<file path="src/rtl/reg_wb_writer.sv">
// Register-file writeback queue: buffers accepted writes in order, drains one per
// cycle onto the register-file write port, and forwards pending data to two read lookups.
module reg_wb_writer #(
  parameter int DEPTH = 4,
  parameter int AW    = 6,
  parameter int DW    = 32
) (
  input  logic                    clk,
  input  logic                    reset,
  input  logic                    WB_valid,
  input  logic [AW-1:0]           WB_addr,
  input  logic [DW-1:0]           WB_data,
  output logic                    WB_ready,
  input  logic                    RF_busy,
  output logic                    REG_write_1,
  output logic [AW-1:0]           REG_address_wr,
  output logic [DW-1:0]           REG_data_wr_in1,
  input  logic [AW-1:0]           RD_addr1,
  input  logic [AW-1:0]           RD_addr2,
  output logic                    FWD_hit1,
  output logic                    FWD_hit2,
  output logic [DW-1:0]           FWD_data1,
  output logic [DW-1:0]           FWD_data2,
  output logic [$clog2(DEPTH):0]  WB_count
);

  localparam int PW = $clog2(DEPTH);
  localparam int CW = PW + 1;

  logic [AW-1:0] q_addr_q [DEPTH];
  logic [DW-1:0] q_data_q [DEPTH];

  logic [PW-1:0] rd_ptr_q, rd_ptr_d;
  logic [PW-1:0] wr_ptr_q, wr_ptr_d;
  logic [CW-1:0] count_q, count_d;
  logic          wr_en_q, wr_en_d;
  logic [AW-1:0] wr_addr_q, wr_addr_d;
  logic [DW-1:0] wr_data_q, wr_data_d;

  logic push;
  logic pop;

  // Ready depends only on the registered count, so a pop cannot open a slot in the same cycle.
  assign WB_ready = (count_q != CW'(DEPTH));
  assign pop      = !RF_busy && (count_q != '0);
  assign push     = WB_valid && WB_ready && (WB_addr != '0);

  always_comb begin
    rd_ptr_d  = rd_ptr_q;
    wr_ptr_d  = wr_ptr_q;
    count_d   = count_q;
    wr_en_d   = pop;
    wr_addr_d = wr_addr_q;
    wr_data_d = wr_data_q;
    if (push) begin
      wr_ptr_d = wr_ptr_q + 1'b1;
    end
    if (pop) begin
      rd_ptr_d  = rd_ptr_q + 1'b1;
      wr_addr_d = q_addr_q[rd_ptr_q];
      wr_data_d = q_data_q[rd_ptr_q];
    end
    case ({push, pop})
      2'b10:   count_d = count_q + 1'b1;
      2'b01:   count_d = count_q - 1'b1;
      default: count_d = count_q;
    endcase
  end

  always_ff @(posedge clk) begin
    if (reset) begin
      rd_ptr_q  <= '0;
      wr_ptr_q  <= '0;
      count_q   <= '0;
      wr_en_q   <= 1'b0;
      wr_addr_q <= '0;
      wr_data_q <= '0;
    end else begin
      rd_ptr_q  <= rd_ptr_d;
      wr_ptr_q  <= wr_ptr_d;
      count_q   <= count_d;
      wr_en_q   <= wr_en_d;
      wr_addr_q <= wr_addr_d;
      wr_data_q <= wr_data_d;
    end
  end

  // Entry contents need no reset: the count alone says which slots are live.
  always_ff @(posedge clk) begin
    if (push) begin
      q_addr_q[wr_ptr_q] <= WB_addr;
      q_data_q[wr_ptr_q] <= WB_data;
    end
  end

  assign REG_write_1     = wr_en_q;
  assign REG_address_wr  = wr_addr_q;
  assign REG_data_wr_in1 = wr_data_q;
  assign WB_count        = count_q;

  logic [2*AW-1:0] rd_addr_vec;
  logic [1:0]      fwd_hit_vec;
  logic [2*DW-1:0] fwd_data_vec;

  assign rd_addr_vec = {RD_addr2, RD_addr1};

  genvar gi;
  generate
    for (gi = 0; gi < 2; gi++) begin : g_fwd
      logic [AW-1:0] look;
      logic          hit;
      logic [DW-1:0] data;

      assign look = rd_addr_vec[gi*AW +: AW];

      // Scan oldest to newest so the last match left standing is the newest write.
      always_comb begin
        hit  = 1'b0;
        data = '0;
        if (look != '0) begin
          if (wr_en_q && (wr_addr_q == look)) begin
            hit  = 1'b1;
            data = wr_data_q;
          end
          for (int i = 0; i < DEPTH; i++) begin
            if ((CW'(i) < count_q) && (q_addr_q[rd_ptr_q + PW'(i)] == look)) begin
              hit  = 1'b1;
              data = q_data_q[rd_ptr_q + PW'(i)];
            end
          end
        end
      end

      assign fwd_hit_vec[gi]           = hit;
      assign fwd_data_vec[gi*DW +: DW] = data;
    end
  endgenerate

  assign FWD_hit1  = fwd_hit_vec[0];
  assign FWD_hit2  = fwd_hit_vec[1];
  assign FWD_data1 = fwd_data_vec[DW-1:0];
  assign FWD_data2 = fwd_data_vec[2*DW-1:DW];

endmodule
</file>
<file path="config.mk">
export PLATFORM = sky130hd
export DESIGN_NAME = reg_wb_writer
export DESIGN_NICKNAME = d
export VERILOG_FILES = /design/src/rtl/reg_wb_writer.sv
export SDC_FILE = /design/constraint.sdc
export NUM_CORES = 1
export LEC_CHECK = 0
export CORE_MARGIN = 2
export CORE_UTILIZATION = 30
export CTS_CLUSTER_DIAMETER = 30
export CTS_CLUSTER_SIZE = 14
export DETAILED_ROUTE_END_ITERATION = 10
export PLACE_DENSITY = 0.53
export SYNTH_ARGS = -nofsm -noshare
export SYNTH_HDL_FRONTEND = slang
export SYNTH_SLANG_ARGS = --single-unit
export TNS_END_PERCENT = 10
</file>
<file path="constraint.sdc">
create_clock -name clk -period 3.2 [get_ports clk]
set_clock_uncertainty 0.05 [all_clocks]
set_input_delay 0.64 -clock clk [delete_from_list [all_inputs] [get_ports clk]]
set_output_delay 0.64 -clock clk [all_outputs]
set_load 0.005 [all_outputs]
</file>
==> impl_metrics.env <==
export IMPL_drc_errors=0
export IMPL_fin_util=0.4347
export IMPL_antenna_cells=0
export IMPL_initial_utilization=0.3047
export IMPL_path_class="register to output pin"
export IMPL_die_x_um=216.1
export IMPL_die_area_sq_um=46720
export IMPL_globalplace_congestion=0.8473
export IMPL_cts_clk_slew_worst_paths_ns=0.08
export IMPL_multi_input_area_sq_um=8366
export IMPL_cp_top_family="simple AND/OR/NAND/NOR gates"
export IMPL_rsz0062_at_grt="yes"
export IMPL_ys_seq_area_frac=0.4092
export IMPL_synth_cells=1184
export IMPL_dp_cells=1999
export IMPL_synth_seq_cells=200
export IMPL_worstSkewPairLatency_ns=0.45
export IMPL_max_stage_delay_ns=0.57
export IMPL_port_buffers=162
export IMPL_syn_nets=1247
export IMPL_fin_crit_ns=4.185
export IMPL_finalHoldViolCount=0
export IMPL_core_area_sq_um=44320
export IMPL_syn_avg_cell_area_sq_um=11.40
export IMPL_dp_hpwl_mm=32.80
export IMPL_drt_total_wl_mm=51.38
export IMPL_std_cell_rows=77
export IMPL_grt_ovfl_total=0
export IMPL_drtPass1Iterations=5
export IMPL_synth_area_sq_um=13500
export IMPL_yosysWarnings=0
export IMPL_final_cell_mix="buf_4, edfxtp_1, nand2_1, a21oi_1, clkdlybuf4s50_1"
export IMPL_clock_sinks=200
export IMPL_wl_per_cell_um=24.56
export IMPL_syn2layout_area_growth_pct=42.69
export IMPL_grt_pass1_vias=12000
export IMPL_fillCellCount=4128
export IMPL_place_area_sq_um=17160
export IMPL_synth_edff_count=152
export IMPL_worstSetupStartpointType="register"
export IMPL_hold_path_class="register to register"
export IMPL_fin_crit_sh=1.308
export IMPL_final_setup_worst_slack_ns=-0.9855
export IMPL_finish_instance_area_sq_um=19270
export IMPL_cts_max_path_buffers=2
export IMPL_synth_main_ff_cell="edfxtp_1"
export IMPL_via_per_inst=5.715
export IMPL_fmax_ghz=0.2389
export IMPL_critical_path_max_fanout=6
export IMPL_fp_dieH_um=216.1
export IMPL_grt_pass1_wl_mm=76.91
export IMPL_status="finished with violations"
export IMPL_crit_chain="mux4_2, xor2_1, or4_4, buf_12, or3_4, buf_6, and3_4, a211oi_4, a2111oi_4, buf_2"
export IMPL_antenna_left=0
export IMPL_grtUsageTotal=0.2195
export IMPL_async_reset_ff_frac=0
export IMPL_drive_gt1_frac=0.4400
export IMPL_cp_end_kind="output pin"
export IMPL_cp_required_ns=2.51
export IMPL_ff_latch_area_sq_um=5538
export IMPL_tightest_slew_ns=1.054
export IMPL_drt_initial_drc_count=942
export IMPL_worstPathArrival_ns=3.50
export IMPL_synth_cell_type_count=57
export IMPL_leakage_nw=6.711
export IMPL_final_common_cell="buf_4"
export IMPL_setup_violations=66
export IMPL_final_max_slew_violation_count=0
export IMPL_peakVddDrop_v=0.0003045
export IMPL_cap_violations=0
export IMPL_setup_tns_ns=-53.99
export IMPL_crit_buf_inv=3
export IMPL_fin_cells=2092
export IMPL_io_pins=163
export IMPL_violations="negative setup slack"
export IMPL_power_density_nw_per_um2=577.5
export IMPL_grt_max_degree=66
export IMPL_clock_root_buffer="clkbuf_16"
export IMPL_slowest_stage="or4_4"
export IMPL_h_tree_depth=4
export IMPL_nets=1550
export IMPL_relSlewSlack=0.2973
export IMPL_via_count=11960
export IMPL_cts_tree="yes"
export IMPL_antenna_found_initial=0
export IMPL_cts_buffers=17
-- final timing paths --
path	start	end	slack [ns]	cells after the start
hold reg to reg	REG_data_wr_in1[12]	REG_data_wr_in1[12]	0.45	2
setup / recovery	register	FWD_data1[29]	-0.99	10
hold / removal	REG_data_wr_in1[12]	REG_data_wr_in1[12]	0.45	2
setup reg to reg	WB_count[0]	register	0.99	10
-- cells by family (layout without fill, tap and decap cells) --
kind of cell / after synthesis / in the layout / share of synthesized area
simple gates: 260 / 263 / 0.09388
mux: 168 / 168 / 0.2114
xor+xnor: 66 / 66 / 0.04281
compound gates: 346 / 346 / 0.1890
buf+inv: 135 / 448 / 0.04541
flops: 200 / 200 / 0.4092
fa+ha+maj: 9 / 9 / 0.008340
-- per-layer routing --
layer / global-route usage / vias up / routed length (um)
met5: 0 / - / 0
met3: 0.03944 / 77 / 3251
li1: - / 5297 / -
met4: 0.07991 / 0 / 1418
met1: 0.2914 / 6099 / 22210
met2: 0.3588 / 482 / 24500
-- sequential cells by signal, indices dropped and copies added, names as in the netlist, named ones only --
signal and count:
REG_write_1 1, REG_address_wr 6, REG_data_wr_in1 32, WB_count 3, q_data_q 128, q_addr_q 24
wr_ptr_q 2, rd_ptr_q 2
-- cell type report --
cell class | instances | area share
Tap cell | 592 | 0.03845
Clock inverter | 13 | 0.008248
Timing Repair Buffer | 402 | 0.2048
Clock buffer | 19 | 0.02409
Sequential cell | 200 | 0.2874
Inverter | 14 | 0.002728
Multi-Input combinational cell | 852 | 0.4342
-- per-stage QoR --
step / power, mW / worst slack [ns] / hold slack [ns]
after global placement: 8.341 / -1.203 / 0.4302
after CTS: 11.08 / -0.9632 / 0.4472
after floorplan: 6.440 / -0.07210 / 0.4231
after detailed placement: 8.385 / -1.223 / 0.4321
after global routing: 11.73 / -1.057 / 0.4918
final: 11.13 / -0.9855 / 0.4529
-- worst register-to-register path: stages (launching register included) --
cell and delay [ns]:
dfxtp_1 0.34, buf_4 0.12, buf_4 0.14, inv_1 0.06
ha_1 0.21, a21o_2 0.23, inv_2 0.05, buf_4 0.48
nand2_1 0.15, xnor2_1 0.18, nor2_1 0.06
-- synth_stat cells (32+ instances only) --
cell type  count  area [sq um]
and3_1        65         406.6
o21ai_0       34         170.2
clkbuf_1      70         262.8
edfxtp_1     152          4564
dfxtp_1       48         960.9
nor2_1        44         165.2
nand2_1      111         416.7
o22ai_1       32         200.2
xnor2_1       37         324.1
a21oi_1      134         670.6
mux2i_1       47         470.5
mux4_2        88          1982
-- report_power, final --
group / leakage (nW) / switching (mW) / internal (mW) / total (mW)
sequential: 1.79 / 0.306 / 3.13 / 3.43
combinational: 4.62 / 2.75 / 2.65 / 5.40
clock: 0.300 / 1.05 / 1.24 / 2.29
total: 6.71 / 4.10 / 7.02 / 11.1
-- timing repair --
item / CTS / global route
gates cloned: 8 / 0
pin swaps: 162 / 14
gates resized for setup: 427 / 32
hold buffers: 0 / 0
endpoints found under the setup margin: 66 / 66
buffers inserted: 60 / 7
(Power assumes the default switching activity.)
